===== src/rtl/ahb_master_arbiter_pkg.sv =====
// Shared AHB-Lite bus types and arbiter state encoding for ahb_master_arbiter.
// Imported by the interface, the round-robin sub-block and the top.
package ahb_master_arbiter_pkg;

  typedef enum logic [2:0] {
    SIZE_BYTE = 3'd0,
    SIZE_HALF = 3'd1,
    SIZE_WORD = 3'd2
  } transfer_size_e;

  typedef enum logic [1:0] {
    TRANS_IDLE   = 2'd0,
    TRANS_BUSY   = 2'd1,
    TRANS_NONSEQ = 2'd2,
    TRANS_SEQ    = 2'd3
  } transfer_kind_e;

  typedef enum logic {
    RESP_OKAY  = 1'b0,
    RESP_ERROR = 1'b1
  } transfer_response_e;

  localparam logic [1:0] HTRANS_IDLE   = 2'b00;
  localparam logic [1:0] HTRANS_NONSEQ = 2'b10;

  typedef enum logic [1:0] {
    ST_IDLE = 2'd0,
    ST_ADDR = 2'd1,
    ST_DATA = 2'd2,
    ST_RESP = 2'd3
  } arb_state_e;

  // Requester index width for 2..4 requesters.
  function automatic int idx_width(input int n);
    return (n > 2) ? 2 : 1;
  endfunction

endpackage


===== src/rtl/ahb_master_arbiter_if.sv =====
// Requester valid/ready bundle plus the AHB-Lite master port; the arbiter
// uses the master modport, requesters and the bus fabric use the slave modport.
interface ahb_master_arbiter_if #(
  parameter int NUM_REQ = 2
);
  logic [NUM_REQ-1:0]       req_valid;
  logic [NUM_REQ-1:0]       req_write;
  logic [NUM_REQ-1:0][31:0] req_addr;
  logic [NUM_REQ-1:0][2:0]  req_size;
  logic [NUM_REQ-1:0][31:0] req_wdata;
  logic [NUM_REQ-1:0]       req_ready;
  logic [NUM_REQ-1:0]       rsp_valid;
  logic [31:0]              rsp_rdata;
  logic                     rsp_err;
  logic [31:0]              haddr;
  logic                     hwrite;
  logic [2:0]               hsize;
  logic [1:0]               htrans;
  logic [31:0]              hwdata;
  logic                     hready;
  logic [31:0]              hrdata;
  logic                     hresp;

  modport master (
    input  req_valid, req_write, req_addr, req_size, req_wdata, hready, hrdata, hresp,
    output req_ready, rsp_valid, rsp_rdata, rsp_err, haddr, hwrite, hsize, htrans, hwdata
  );

  modport slave (
    output req_valid, req_write, req_addr, req_size, req_wdata, hready, hrdata, hresp,
    input  req_ready, rsp_valid, rsp_rdata, rsp_err, haddr, hwrite, hsize, htrans, hwdata
  );
endinterface


===== src/rtl/ahb_master_arbiter_rr_arbiter.sv =====
// Round-robin winner select over NUM_REQ requests, searching upward from the pointer.
// The pointer moves to winner+1 only when the grant is taken (adv_i).
module rr_arbiter
  import ahb_master_arbiter_pkg::*;
#(
  parameter  int NUM_REQ = 2,
  localparam int IW      = idx_width(NUM_REQ)
) (
  input  logic               clk_i,
  input  logic               rst_i,
  input  logic [NUM_REQ-1:0] req_i,
  input  logic               adv_i,
  output logic               any_o,
  output logic [IW-1:0]      idx_o,
  output logic [NUM_REQ-1:0] gnt_o
);

  logic [IW-1:0] ptr_q, ptr_d;
  logic [IW:0]   sum;

  always_comb begin
    any_o = 1'b0;
    idx_o = '0;
    sum   = '0;
    for (int i = 0; i < NUM_REQ; i++) begin
      sum = {1'b0, ptr_q} + (IW+1)'(i);
      if (sum >= (IW+1)'(NUM_REQ)) sum = sum - (IW+1)'(NUM_REQ);
      if (!any_o && req_i[sum[IW-1:0]]) begin
        any_o = 1'b1;
        idx_o = sum[IW-1:0];
      end
    end
  end

  assign gnt_o = any_o ? (NUM_REQ'(1) << idx_o) : '0;
  assign ptr_d = (idx_o == IW'(NUM_REQ - 1)) ? '0 : idx_o + 1'b1;

  always_ff @(posedge clk_i) begin
    if (rst_i)               ptr_q <= '0;
    else if (adv_i && any_o) ptr_q <= ptr_d;
  end

endmodule


===== src/rtl/ahb_master_arbiter.sv =====
// Shares one AHB-Lite master port between NUM_REQ requesters, one non-pipelined transfer
// at a time (IDLE accept, ADDR, DATA, RESP). Define AHB_ARB_TIMEOUT_EN for a DATA wait limit.
module ahb_master_arbiter
  import ahb_master_arbiter_pkg::*;
#(
  parameter int NUM_REQ        = 2,
  parameter int TIMEOUT_CYCLES = 64
) (
  input logic                  clock_i,
  input logic                  reset_i,
  ahb_master_arbiter_if.master bus
);

  localparam int IW = idx_width(NUM_REQ);

  if (NUM_REQ < 2 || NUM_REQ > 4 || TIMEOUT_CYCLES < 1 || TIMEOUT_CYCLES > 256) begin : g_bad_cfg
    $error("ahb_master_arbiter: unsupported NUM_REQ or TIMEOUT_CYCLES");
  end

  arb_state_e         state_q, state_d;
  logic               any, accept;
  logic [IW-1:0]      win_idx, owner_q;
  logic [NUM_REQ-1:0] win_gnt;
  logic [31:0]        addr_q, wdata_q, hwdata_q, rdata_q;
  logic [2:0]         size_q;
  logic               write_q, err_q;
  logic               data_ok, data_err, data_tmo;

  rr_arbiter #(.NUM_REQ(NUM_REQ)) u_rr (
    .clk_i (clock_i),
    .rst_i (reset_i),
    .req_i (bus.req_valid),
    .adv_i (accept),
    .any_o (any),
    .idx_o (win_idx),
    .gnt_o (win_gnt)
  );

  assign accept   = (state_q == ST_IDLE) && any && !reset_i;
  assign data_ok  = (state_q == ST_DATA) && bus.hready && (bus.hresp == RESP_OKAY);
  assign data_err = (state_q == ST_DATA) && bus.hready && (bus.hresp == RESP_ERROR);

`ifdef AHB_ARB_TIMEOUT_EN
  logic [7:0] tmo_q;

  // Counter sits at zero outside DATA, so it is clear on every DATA entry.
  always_ff @(posedge clock_i) begin
    if (reset_i || state_q != ST_DATA) tmo_q <= '0;
    else if (!bus.hready)              tmo_q <= tmo_q + 8'd1;
  end

  assign data_tmo = (state_q == ST_DATA) && !bus.hready && (tmo_q == 8'(TIMEOUT_CYCLES - 1));
`else
  assign data_tmo = 1'b0;
`endif

  always_ff @(posedge clock_i) begin
    if (reset_i) state_q <= ST_IDLE;
    else         state_q <= state_d;
  end

  always_comb begin
    state_d = state_q;
    unique case (state_q)
      ST_IDLE: if (accept) state_d = ST_ADDR;
      ST_ADDR: if (bus.hready) state_d = ST_DATA;
      ST_DATA: if (data_ok || data_err || data_tmo) state_d = ST_RESP;
      ST_RESP: state_d = ST_IDLE;
      default: state_d = ST_IDLE;
    endcase
  end

  always_comb begin
    bus.req_ready = '0;
    bus.rsp_valid = '0;
    bus.htrans    = HTRANS_IDLE;
    unique case (state_q)
      ST_IDLE: if (accept) bus.req_ready = win_gnt;
      ST_ADDR: bus.htrans = HTRANS_NONSEQ;
      ST_RESP: if (!reset_i) bus.rsp_valid = NUM_REQ'(1) << owner_q;
      default: ;
    endcase
  end

  // Request fields are captured at accept; requesters may change them afterwards.
  always_ff @(posedge clock_i) begin
    if (reset_i) begin
      owner_q  <= '0;
      addr_q   <= '0;
      write_q  <= 1'b0;
      size_q   <= '0;
      wdata_q  <= '0;
      hwdata_q <= '0;
      rdata_q  <= '0;
      err_q    <= 1'b0;
    end else begin
      if (accept) begin
        owner_q <= win_idx;
        addr_q  <= bus.req_addr[win_idx];
        write_q <= bus.req_write[win_idx];
        size_q  <= bus.req_size[win_idx];
        wdata_q <= bus.req_wdata[win_idx];
      end
      if (state_q == ST_ADDR && bus.hready) hwdata_q <= wdata_q;
      if (data_ok || data_err || data_tmo) begin
        rdata_q <= data_ok ? bus.hrdata : '0;
        err_q   <= !data_ok;
      end
    end
  end

  assign bus.haddr     = addr_q;
  assign bus.hwrite    = write_q;
  assign bus.hsize     = size_q;
  assign bus.hwdata    = hwdata_q;
  assign bus.rsp_rdata = rdata_q;
  assign bus.rsp_err   = err_q;

endmodule

===== src/flat_wrapper.sv =====
// flat-port wrapper written by rule: the top's interface ports become plain ports
module ahb_master_arbiter_flat import ahb_master_arbiter_pkg::*;
#(
  parameter int NUM_REQ        = 2,
  parameter int TIMEOUT_CYCLES = 64
)
  (clock_i, reset_i, bus_req_valid, bus_req_write, bus_req_addr, bus_req_size, bus_req_wdata, bus_hready, bus_hrdata, bus_hresp, bus_req_ready, bus_rsp_valid, bus_rsp_rdata, bus_rsp_err, bus_haddr, bus_hwrite, bus_hsize, bus_htrans, bus_hwdata);
  ahb_master_arbiter_if #(.NUM_REQ(NUM_REQ)) bus_i ();
  input logic clock_i;
  input logic reset_i;
  input wire logic [$bits(bus_i.req_valid)-1:0] bus_req_valid;
  input wire logic [$bits(bus_i.req_write)-1:0] bus_req_write;
  input wire logic [$bits(bus_i.req_addr)-1:0] bus_req_addr;
  input wire logic [$bits(bus_i.req_size)-1:0] bus_req_size;
  input wire logic [$bits(bus_i.req_wdata)-1:0] bus_req_wdata;
  input wire logic [$bits(bus_i.hready)-1:0] bus_hready;
  input wire logic [$bits(bus_i.hrdata)-1:0] bus_hrdata;
  input wire logic [$bits(bus_i.hresp)-1:0] bus_hresp;
  output wire logic [$bits(bus_i.req_ready)-1:0] bus_req_ready;
  output wire logic [$bits(bus_i.rsp_valid)-1:0] bus_rsp_valid;
  output wire logic [$bits(bus_i.rsp_rdata)-1:0] bus_rsp_rdata;
  output wire logic [$bits(bus_i.rsp_err)-1:0] bus_rsp_err;
  output wire logic [$bits(bus_i.haddr)-1:0] bus_haddr;
  output wire logic [$bits(bus_i.hwrite)-1:0] bus_hwrite;
  output wire logic [$bits(bus_i.hsize)-1:0] bus_hsize;
  output wire logic [$bits(bus_i.htrans)-1:0] bus_htrans;
  output wire logic [$bits(bus_i.hwdata)-1:0] bus_hwdata;
  assign bus_i.req_valid = bus_req_valid;
  assign bus_i.req_write = bus_req_write;
  assign bus_i.req_addr = bus_req_addr;
  assign bus_i.req_size = bus_req_size;
  assign bus_i.req_wdata = bus_req_wdata;
  assign bus_i.hready = bus_hready;
  assign bus_i.hrdata = bus_hrdata;
  assign bus_i.hresp = bus_hresp;
  assign bus_req_ready = bus_i.req_ready;
  assign bus_rsp_valid = bus_i.rsp_valid;
  assign bus_rsp_rdata = bus_i.rsp_rdata;
  assign bus_rsp_err = bus_i.rsp_err;
  assign bus_haddr = bus_i.haddr;
  assign bus_hwrite = bus_i.hwrite;
  assign bus_hsize = bus_i.hsize;
  assign bus_htrans = bus_i.htrans;
  assign bus_hwdata = bus_i.hwdata;
  ahb_master_arbiter #(.NUM_REQ(NUM_REQ), .TIMEOUT_CYCLES(TIMEOUT_CYCLES)) u_core (.clock_i(clock_i), .reset_i(reset_i), .bus(bus_i));
endmodule

===== config.mk =====
export PLATFORM = sky130hd
export DESIGN_NAME = ahb_master_arbiter_flat
export DESIGN_NICKNAME = d
export VERILOG_FILES = /design/src/rtl/ahb_master_arbiter_pkg.sv /design/src/rtl/ahb_master_arbiter_if.sv /design/src/rtl/ahb_master_arbiter_rr_arbiter.sv /design/src/rtl/ahb_master_arbiter.sv /design/src/flat_wrapper.sv
export SDC_FILE = /design/constraint.sdc
export NUM_CORES = 1
export LEC_CHECK = 0
export CAP_MARGIN = 20
export CORE_MARGIN = 10
export CORE_UTILIZATION = 45
export CTS_CLUSTER_DIAMETER = 80
export DETAILED_ROUTE_END_ITERATION = 16
export DONT_BUFFER_PORTS = 1
export PLACE_DENSITY_LB_ADDON = 0.15
export SYNTH_ARGS = -nofsm -noshare
export SYNTH_HDL_FRONTEND = slang
export SYNTH_SLANG_ARGS = --single-unit

===== constraint.sdc =====
create_clock -name clock_i -period 5 [get_ports clock_i]
set_input_delay 1.25 -clock clock_i [delete_from_list [all_inputs] [get_ports clock_i]]
set_output_delay 1.25 -clock clock_i [all_outputs]
set_load 0.05 [all_outputs]

==> summary.txt, run 1 <==
Placement
  • PortBufs: 0
  • Setup WS pre-CTS: 1410 ps
  • DP HPWL: 11400 um
  • GP Congestion: 0.797

STA
  • Least-Margin Pin Slew: 1030 ps
  • Fin Setup TNS: 0 ps
  • RSZ-0062 raised after global routing: no
  • Post-Route Skew: 8.58 ps
  • Fmax achieved: 0.280 GHz
  • Slew headroom: 31.4%
  • Tmin final: 3580 ps
  • Final worst slack: 1420 ps
  • Final slew viol count: 0
  • Endpoints failing hold: 0
  • Final period util: 71.5%
  • Final setup fails: 0

Final layout
  • Share of cells above drive strength 1: 7.84%
  • Filler instances: 1115
  • Area grow syn2layout: 11.0%
  • ANT cells: 0
  • Util after Layout: 51.4%
  • Register area: 2740 sq um
  • Footprint of the multi-input gates: 2520 sq um
  • # nets final: 777

Clock network
  • Post-cts resize count: 0
  • CTS sink count: 137
  • CTS Hold Buffers Added: 0
  • Clk slew on worst S/H paths: 60 ps
  • TritonCTS buffer count: 17
  • TritonCTS clock tree: built
  • Postcts setup bufs: 0
  • Root buffer cell: clkbuf_16
  • CTS max path bufs: 2
  • Clk Latency, worst-skew pair: 410 ps
  • H-tree depth: 4

Global route
  • Largest net degree at the start of global routing: 100
  • Initial antenna violation count: 0
  • Global-route wire length before repair: 24300 um
  • Remaining global-route overflow: 0
  • GRT Total Usage: 17.3%
  • Vias in the first global route: 4265

Floorplanning
  • Die height: 131 um
  • Die X: 131 um
  • Rows: 40
  • Core area: 12100 sq um
  • Starting Density: 46.3%
  • Die area: 17300 sq um
  • I/O Pins: 281

Setup path
  • Worst R2R Start: u_core.state_q[0]$_SDFFE_PP0P_
  • WP buf/inv: 0
  • CP max FO: 6
  • Req. time, crit path: 3750 ps
  • Crit Path Class: in2out
  • Critical path endpoint: bus_req_ready[0]
  • Crit Reg-Reg Endpoint: u_core.wdata_q[7]$_SDFFE_PP0N_
  • R2R depth: 7
  • Crit path depth: 2
  • Slowest Stage Delay on Critical Path: 630 ps
  • R2r setup slk: 2540 ps
  • Crit path launch type: primary input
  • CP top delay family: compound AO/OA/AOI/OAI gates
  • CP Capture Type: primary output
  • Worst EP arrival: 2330 ps
  • CP startpoint: bus_req_valid[1]
  • Crit-path slowest cell: a21boi_0
  • Worst-path cell chain: a21boi_0 -> nor2_1

Power and ir drop
  • Gate power share: 14.0%
  • Final Total Pwr: 0.00370 W
  • Switching share of power: 36.2%
  • Pwr per Cell Area: 597 nW/um^2
  • Sequential Power Share: 49.8%
  • Internal Dissipation: 0.00236 W
  • VDD IR-drop max: 0.247 mV
  • Net Switching: 0.00134 W
  • Leak Pwr: 2.42 nW
  • Clock power frac: 36.2%

Routing
  • Vias/cell: 5.42
  • Via count: 4226
  • Drt pass-1 iters: 4
  • Final WL: 15400 um
  • Routed len/inst: 19.7 um
  • DRT iter0 DRCs: 282
  • DRC errors left: 0
  • DRT antenna net count: 0

Synthesis
  • Synthesized Nets: 808
  • Largest area contributor in the netlist: dfxtp_1
  • Largest family of logic cells by synthesized area: simple AND/OR/NAND/NOR gates
  • Distinct cell type count after synthesis: 33
  • Area contributors post-synth: dfxtp_1 49%, mux2i_1 11%, nand3_1 6.5%
  • Count leader, synth: dfxtp_1
  • Synth Instances: 630
  • Synth warn: 0
  • Ys flop type: dfxtp_1
  • Commonest cells post-synth: 137 x dfxtp_1, 73 x nand3_1, 71 x nand2_1, 66 x a21oi_1, 64 x mux2i_1
  • Post-Synth Simple-Gate Area: 18.8%
  • Compound-Gate Fraction of Synth Area: 13.5%
  • Synthesized area per cell: 8.87 sq um
  • Area share of the largest cell type after synthesis: 49.1%
  • Mapped cell area: 5590 sq um
  • Post-synthesis mux area share: 11.5%
  • Post-Synth XOR/XNOR Area: 0%
  • Number of synthesized flops with an enable pin: 0
  • #FFs+latches synth: 137
  • FFs w/ async S/R, synth: 0%
  • Sequential share of the synthesized area: 49.1%
  • Adder-cell share of the synthesized area: 0.896%

Hold path
  • Hold/Removal Path Class: reg2reg

Job
  • # Max-Cap Violations: 0

Status
  • Status: finished, final reports clean
[stage by stage]
step | area, sq um | hold slack (ps) | std cells
2_1_floorplan | 5590 | 432 | 630
3_3_place_gp | 5540 | 431 | 747
3_5_place_dp | 5540 | 439 | 747
4_1_cts | 6180 | 446 | 779
5_1_grt | 6200 | 459 | 780
6_report | 6200 | 447 | 780
[state kept, by name (all words and copies together), names as in the netlist]
signal	flops
u_core.state_q	2
u_core.owner_q	1
u_core.bus.hsize	3
u_core.bus.rsp_err	1
u_core.bus.hwdata	32
u_core.bus.rsp_rdata	32
u_core.wdata_q	32
u_core.bus.haddr	32
u_core.bus.hwrite	1
u_core.u_rr.ptr_q	1
[power groups by stage]
stage	Clock, W	Combinational, W	Sequential (W)
CTS	0.00137	0.000522	0.00185
detailed placement	0	0.000522	0.00187
floorplan	0	0.000478	0.00181
global route	0.00142	0.000599	0.00187
global placement	0	0.000503	0.00187
finish	0.00134	0.000518	0.00184
[cell type report]
class / count / area share, %
Clock buffer: 22 / 7.64
Multi-Input combinational cell: 430 / 40.7
Timing Repair Buffer: 7 / 1.05
Inverter: 6 / 0.363
Tap cell: 168 / 3.39
Sequential cell: 137 / 44.2
Clock inverter: 10 / 2.66
[tightest hold or removal path, cell delays in order (launching register included)]
cell	delay, ps
dfxtp_1	310
nand2_1	50
a21oi_1	50
[how the worst min path moves through the flow]
stage / end / depth (start not counted) / from / slack [ps]
6_report: u_core.bus.hwdata[27]$_SDFFE_PP0P_ / 2 / u_core.wdata_q[27]$_SDFFE_PP0N_ / 450
5_1_grt: u_core.bus.hwdata[6]$_SDFFE_PP0P_ / 2 / u_core.wdata_q[6]$_SDFFE_PP0N_ / 460
4_1_cts: u_core.bus.hwdata[9]$_SDFFE_PP0P_ / 2 / u_core.wdata_q[9]$_SDFFE_PP0N_ / 450
3_5_place_dp: u_core.bus.hwdata[6]$_SDFFE_PP0P_ / 2 / u_core.wdata_q[6]$_SDFFE_PP0N_ / 440
3_3_place_gp: u_core.bus.hwdata[30]$_SDFFE_PP0P_ / 2 / u_core.wdata_q[30]$_SDFFE_PP0N_ / 430
2_1_floorplan: u_core.bus.hwdata[11]$_SDFFE_PP0P_ / 2 / u_core.wdata_q[11]$_SDFFE_PP0N_ / 430
[cell families (layout without fill, tap and decap cells)]
group,Yosys count,in the layout
compound gates,143,143
fa+ha+maj,4,4
buf+inv,63,45
flops,137,137
mux,64,64
other cells,1,1
simple gates,218,218
[cell usage in the layout (no fill, tap or decap), types with 2 or more instances in the layout]
cell and n:
mux2i_1 64, clkbuf_8 3, inv_2 2, a21oi_1 66
clkbuf_16 17, nor3b_1 32, nor2_1 36, clkinvlp_4 3
bufinv_16 4, o21ai_4 2, dfxtp_1 137, nand3_1 73
nand2_1 70, o21ai_0 58, buf_4 6, o21ai_1 6
inv_1 4, clkbuf_1 2, ha_1 4, a31oi_1 4
[per-layer routing]
layer / track usage, % / vias to the layer above / wire, um
li1: - / 2129 / -
met1: 18.3 / 1890 / 5930
met2: 28.6 / 191 / 7450
met3: 9.18 / 16 / 1760
met4: 5.93 / 0 / 243
met5: 0 / - / 0
Power figures use the tool's default switching activity.
==> run 2, diff against run 1 <==
clock period = 3.7 ns   (was 5 ns; I/O delays follow)
==> run 2 against run 1 <==
  * Cell count is 0.13% higher
  * Largest cell class unchanged
  * Routed wire length is 0.36% lower
  * Non-clock buffer count is 1 higher
  * Sequential cell count stayed put
  * Total power is 31% higher
  * Utilization is 0.37 points lower
  * Critical path depth is 5 higher
  * Largest power group unchanged
==> summary.txt, run 2 (synthesis gave the netlist of run 1 again) <==
Status
  • Status: finished, final reports clean

Global route
  • Largest net degree at the start of global routing: 90
  • Remaining global-route overflow: 0
  • Vias in the first global route: 4252
  • GRT Total Usage: 17.2%
  • Global-route wire length before repair: 24200 um
  • Initial antenna violation count: 0

Routing
  • Final WL: 15300 um
  • Top sig layer: met4
  • DRT antenna net count: 0
  • Routed len/inst: 19.6 um
  • Vias/cell: 5.41
  • DRC errors left: 0
  • Met3 WL: 1720 um
  • Drt pass-1 iters: 4
  • Via count: 4227
  • Met2 wire length: 7610 um
  • WL met1: 5830 um
  • DRT iter0 DRCs: 250

Clock network
  • Post-cts resize count: 0
  • Root buffer cell: clkbuf_16
  • Clk slew on worst S/H paths: 60 ps
  • TritonCTS clock tree: built
  • CTS Hold Buffers Added: 0
  • TritonCTS buffer count: 17
  • CTS sink count: 137
  • Clk Latency, worst-skew pair: 410 ps
  • CTS max path bufs: 2
  • H-tree depth: 4
  • Postcts setup bufs: 0

Setup path
  • CP dominant cell by count: buf_4
  • CP Capture Type: primary output
  • CP startpoint: u_core.state_q[0]$_SDFFE_PP0P_
  • CP top delay family: buffers and inverters
  • Crit Path Class: reg2out
  • Slowest Stage Delay on Critical Path: 420 ps
  • CP max FO: 49
  • Worst EP arrival: 2140 ps
  • Crit path launch type: register
  • Crit-path slowest cell: buf_4
  • WP buf/inv: 3
  • Worst R2R Start: u_core.state_q[0]$_SDFFE_PP0P_
  • Req. time, crit path: 2770 ps
  • Worst-path cell chain: inv_1 -> ha_1 -> nor2b_2 -> o21ai_4 -> buf_4 -> nor2_1 -> buf_4

Placement
  • Setup WS pre-CTS: 937 ps
  • Inst Count DP: 748
  • Dpl cell area: 5550 sq um
  • GP Congestion: 0.751
  • PortBufs: 0
  • DP HPWL: 11300 um

Floorplanning
  • Rows: 40
  • Die area: 17300 sq um
  • Die height: 131 um
  • Die X: 131 um
  • Starting Density: 46.3%
  • Core area: 12100 sq um
  • I/O Pins: 281

Final layout
  • # nets final: 778
  • ANT cells: 0
  • Share of cells above drive strength 1: 8.32%
  • Post-route cell area: 6160 sq um
  • Most common cell after layout, fill and taps aside: dfxtp_1
  • Util after Layout: 51.1%
  • Finished Layout Cells: 781
  • Filler instances: 1149
  • Commonest non-fill, non-tap cells in the layout: 137 x dfxtp_1, 73 x nand3_1, 70 x nand2_1
  • Area grow syn2layout: 10.2%

STA
  • Final worst slack: 633 ps
  • Endpoints failing hold: 0
  • RSZ-0062 raised after global routing: no
  • Fmax achieved: 0.326 GHz
  • Post-Route Skew: 7.10 ps
  • Least-Margin Pin Slew: 1040 ps
  • Final period util: 82.9%
  • Final setup fails: 0
  • Fin Setup TNS: 0 ps
  • Tmin final: 3070 ps
  • Slew headroom: 31.0%
  • Final slew viol count: 0

Power and ir drop
  • Leak Pwr: 2.40 nW
  • VDD IR-drop max: 0.321 mV
  • Pwr per Cell Area: 788 nW/um^2

Hold path
  • Hold Path Origin: u_core.wdata_q[24]$_SDFFE_PP0N_
  • Hold/Removal Path Class: reg2reg

Job
  • # Max-Cap Violations: 0
[run 2: cell count changes in the layout (fill, tap and decap cells not counted)]
cell        change
buf_4           +1
bufinv_16       -2
clkbuf_1        -2
clkbuf_8        -2
clkinv_2        +2
clkinv_4        +1
clkinvlp_4      +2
inv_6           +1
[run 2: power breakdown]
part           leakage (nW)  switching (W)  internal (W)
combinational          1.01       0.000450      0.000256
sequential             1.12       0.000737       0.00175
clock                 0.275       0.000643       0.00101
[run 2: final timing paths]
path	endpoint	slack, ps	cells past startpoint
setup / recovery	bus_req_ready[0]	630	7
setup reg to reg	u_core.wdata_q[3]$_SDFFE_PP0N_	1220	7
hold reg to reg	u_core.bus.hwdata[24]$_SDFFE_PP0P_	440	2
hold / removal	u_core.bus.hwdata[24]$_SDFFE_PP0P_	440	2
[run 2: area by class of cell]
| cell class | instances | area [sq um] | area share [%] |
|---|---|---|---|
| well taps | 168 | 210 | 3.41 |
| repair buffers | 8 | 72.6 | 1.18 |
| flip-flops and latches | 137 | 2740 | 44.5 |
| clock inverters | 14 | 148 | 2.40 |
| multi-input cells | 430 | 2520 | 41.0 |
| inverters | 6 | 22.5 | 0.366 |
| clock buffers | 18 | 439 | 7.13 |
[run 2: metrics by stage]
step           hold WS (ps)  power, W
2_1_floorplan           432   0.00310
5_1_grt                 462   0.00510
4_1_cts                 444   0.00490
3_3_place_gp            432   0.00321
6_report                444   0.00485
3_5_place_dp            439   0.00324
[run 2: worst min-delay path, stage by stage (launching register included)]
cell and delay (ps):
dfxtp_1 310, nand2_1 50, a21oi_1 50
[run 2: per-layer routing]
metal  GRT usage [%]  vias to the layer above
met5               0                        -
met4            5.25                        0
met3            9.18                       14
met2            29.2                      192
met1            17.9                     1896
li1                -                     2125
==> run 3, diff against run 2 <==
clock period = 3.2 ns   (was 3.7 ns; I/O delays follow)
==> run 3 against run 2 <==
  * Combinational power increased by 20%
  * Die area stayed put
  * Utilization rose by 0.70 points
  * Total power rose by 19%
  * Clock skew is 1.8 ps higher
  * Global-route usage grew 0.33 points
  * Via count up 0.21%
==> summary.txt, run 3 (synthesis gave the netlist of run 1 again) <==
Setup path
  • Slowest Stage Delay on Critical Path: 340 ps
  • Crit-path slowest cell: dfxtp_1
  • Crit Reg-Reg Endpoint: u_core.state_q[0]$_SDFFE_PP0P_
  • R2r setup slk: 1100 ps
  • Worst EP arrival: 1860 ps
  • Req. time, crit path: 2400 ps
  • R2R depth: 7
  • Crit path depth: 6
  • Crit Path Class: reg2out
  • CP Capture Type: primary output
  • Worst R2R Start: u_core.state_q[0]$_SDFFE_PP0P_
  • WP buf/inv: 2
  • Critical path endpoint: bus_req_ready[1]
  • CP startpoint: u_core.state_q[0]$_SDFFE_PP0P_
  • CP max FO: 5
  • Crit path launch type: register
  • Worst-path cell chain: inv_1 -> ha_1 -> nor2b_2 -> o21ai_4 -> nor2_2 -> buf_4
  • CP top delay family: simple AND/OR/NAND/NOR gates

Global route
  • Remaining global-route overflow: 0
  • Vias in the first global route: 4342
  • Global-route wire length before repair: 24600 um
  • Initial antenna violation count: 0
  • Largest net degree at the start of global routing: 80
  • GRT Total Usage: 17.5%

Final layout
  • # nets final: 782
  • Footprint of the multi-input gates: 2520 sq um
  • Area grow syn2layout: 11.7%
  • Filler instances: 1132
  • Share of cells above drive strength 1: 8.62%
  • Most common cell after layout, fill and taps aside: dfxtp_1
  • ANT cells: 0
  • Commonest non-fill, non-tap cells in the layout: 137 x dfxtp_1, 73 x nand3_1, 70 x nand2_1
  • Register area: 2740 sq um

Clock network
  • Clk slew on worst S/H paths: 50 ps
  • H-tree depth: 4
  • Post-cts resize count: 0
  • CTS Hold Buffers Added: 0
  • Clk Latency, worst-skew pair: 410 ps
  • TritonCTS buffer count: 17
  • Root buffer cell: clkbuf_16
  • TritonCTS clock tree: built
  • Postcts setup bufs: 0
  • CTS sink count: 137
  • CTS max path bufs: 2

Routing
  • Vias/cell: 5.41
  • Via count: 4236
  • DRC errors left: 0
  • Drt pass-1 iters: 4
  • Final WL: 15800 um
  • DRT iter0 DRCs: 268
  • Routed len/inst: 20.1 um
  • DRT antenna net count: 0

Floorplanning
  • Core area: 12100 sq um
  • I/O Pins: 281
  • Die height: 131 um
  • Die X: 131 um
  • Starting Density: 46.3%
  • Rows: 40
  • Die area: 17300 sq um

STA
  • Fin Hold WS: 443 ps
  • Post-Route Skew: 8.90 ps
  • RSZ-0062 raised after global routing: no
  • Fmax achieved: 0.376 GHz
  • Final period util: 83.2%
  • Final setup fails: 0
  • Fin Setup TNS: 0 ps
  • Endpoints failing hold: 0
  • Tmin final: 2660 ps
  • Final slew viol count: 0
  • Least-Margin Pin Slew: 724 ps
  • Slew headroom: 51.8%

Job
  • # Max-Cap Violations: 0

Power and ir drop
  • Pwr per Cell Area: 923 nW/um^2
  • Clock power frac: 35.2%
  • Leak Pwr: 2.45 nW
  • Switching share of power: 36.6%
  • Sequential Power Share: 50.1%
  • Internal Dissipation: 0.00365 W
  • VDD IR-drop max: 0.462 mV
  • Gate power share: 14.8%
  • Net Switching: 0.00211 W

Placement
  • PortBufs: 0
  • GP Congestion: 0.767
  • DP HPWL: 11400 um

Hold path
  • Hold/Removal Path Class: reg2reg

Status
  • Status: finished, final reports clean
[run 3: through the flow]
step                      setup WS (ps)  cells  utilization, %  total power (W)  area (sq um)
final                               537    783            51.8          0.00576          6240
after global routing                376    783            51.8          0.00604          6240
after CTS                           503    782            51.6          0.00581          6220
after detailed placement            939    752            46.5          0.00378          5610
after global placement              962    752            46.5          0.00374          5610
after floorplan                     244    630               -          0.00358          5590
[run 3: worst min-delay path by stage]
stage	startpoint	endpoint	slack, ps	cells past startpoint
final	u_core.wdata_q[6]$_SDFFE_PP0N_	u_core.bus.hwdata[6]$_SDFFE_PP0P_	440	2
after global routing	reset_i	u_core.u_rr.ptr_q$_SDFFE_PP0P_	440	1
after CTS	u_core.wdata_q[9]$_SDFFE_PP0N_	u_core.bus.hwdata[9]$_SDFFE_PP0P_	440	2
after detailed placement	u_core.wdata_q[24]$_SDFFE_PP0N_	u_core.bus.hwdata[24]$_SDFFE_PP0P_	440	2
after global placement	u_core.wdata_q[23]$_SDFFE_PP0N_	u_core.bus.hwdata[23]$_SDFFE_PP0P_	430	2
after floorplan	u_core.wdata_q[11]$_SDFFE_PP0N_	u_core.bus.hwdata[11]$_SDFFE_PP0P_	430	2
[run 3: layer usage]
| layer | vias up | GRT usage, % | wire length, um |
|---|---|---|---|
| met2 | 176 | 29.3 | 7820 |
| met1 | 1917 | 18.9 | 6180 |
| met4 | 0 | 4.82 | 83 |
| li1 | 2137 | - | - |
| met3 | 6 | 9.26 | 1660 |
| met5 | - | 0 | 0 |
[run 3: cell type report]
cell class | count | share of cell area, %
sequential | 137 | 43.9
clock inverter | 12 | 2.83
clock buffer | 18 | 7.04
inverter | 6 | 0.361
tap | 168 | 3.37
timing repair buffer | 12 | 2.04
multi-input combinational | 430 | 40.4
[run 3: tightest hold or removal path, cell delays in order, from the launching register on]
cell and delay, ps:
dfxtp_1 300, nand2_1 50, a21oi_1 50
[run 3: power by group through the flow]
stage | logic [W] | clock network (W) | registers (W)
after floorplan | 0.000747 | 0 | 0.00284
after global placement | 0.000814 | 0 | 0.00292
after detailed placement | 0.000850 | 0 | 0.00293
after CTS | 0.000850 | 0.00206 | 0.00290
after global routing | 0.000973 | 0.00214 | 0.00293
final | 0.000850 | 0.00203 | 0.00288
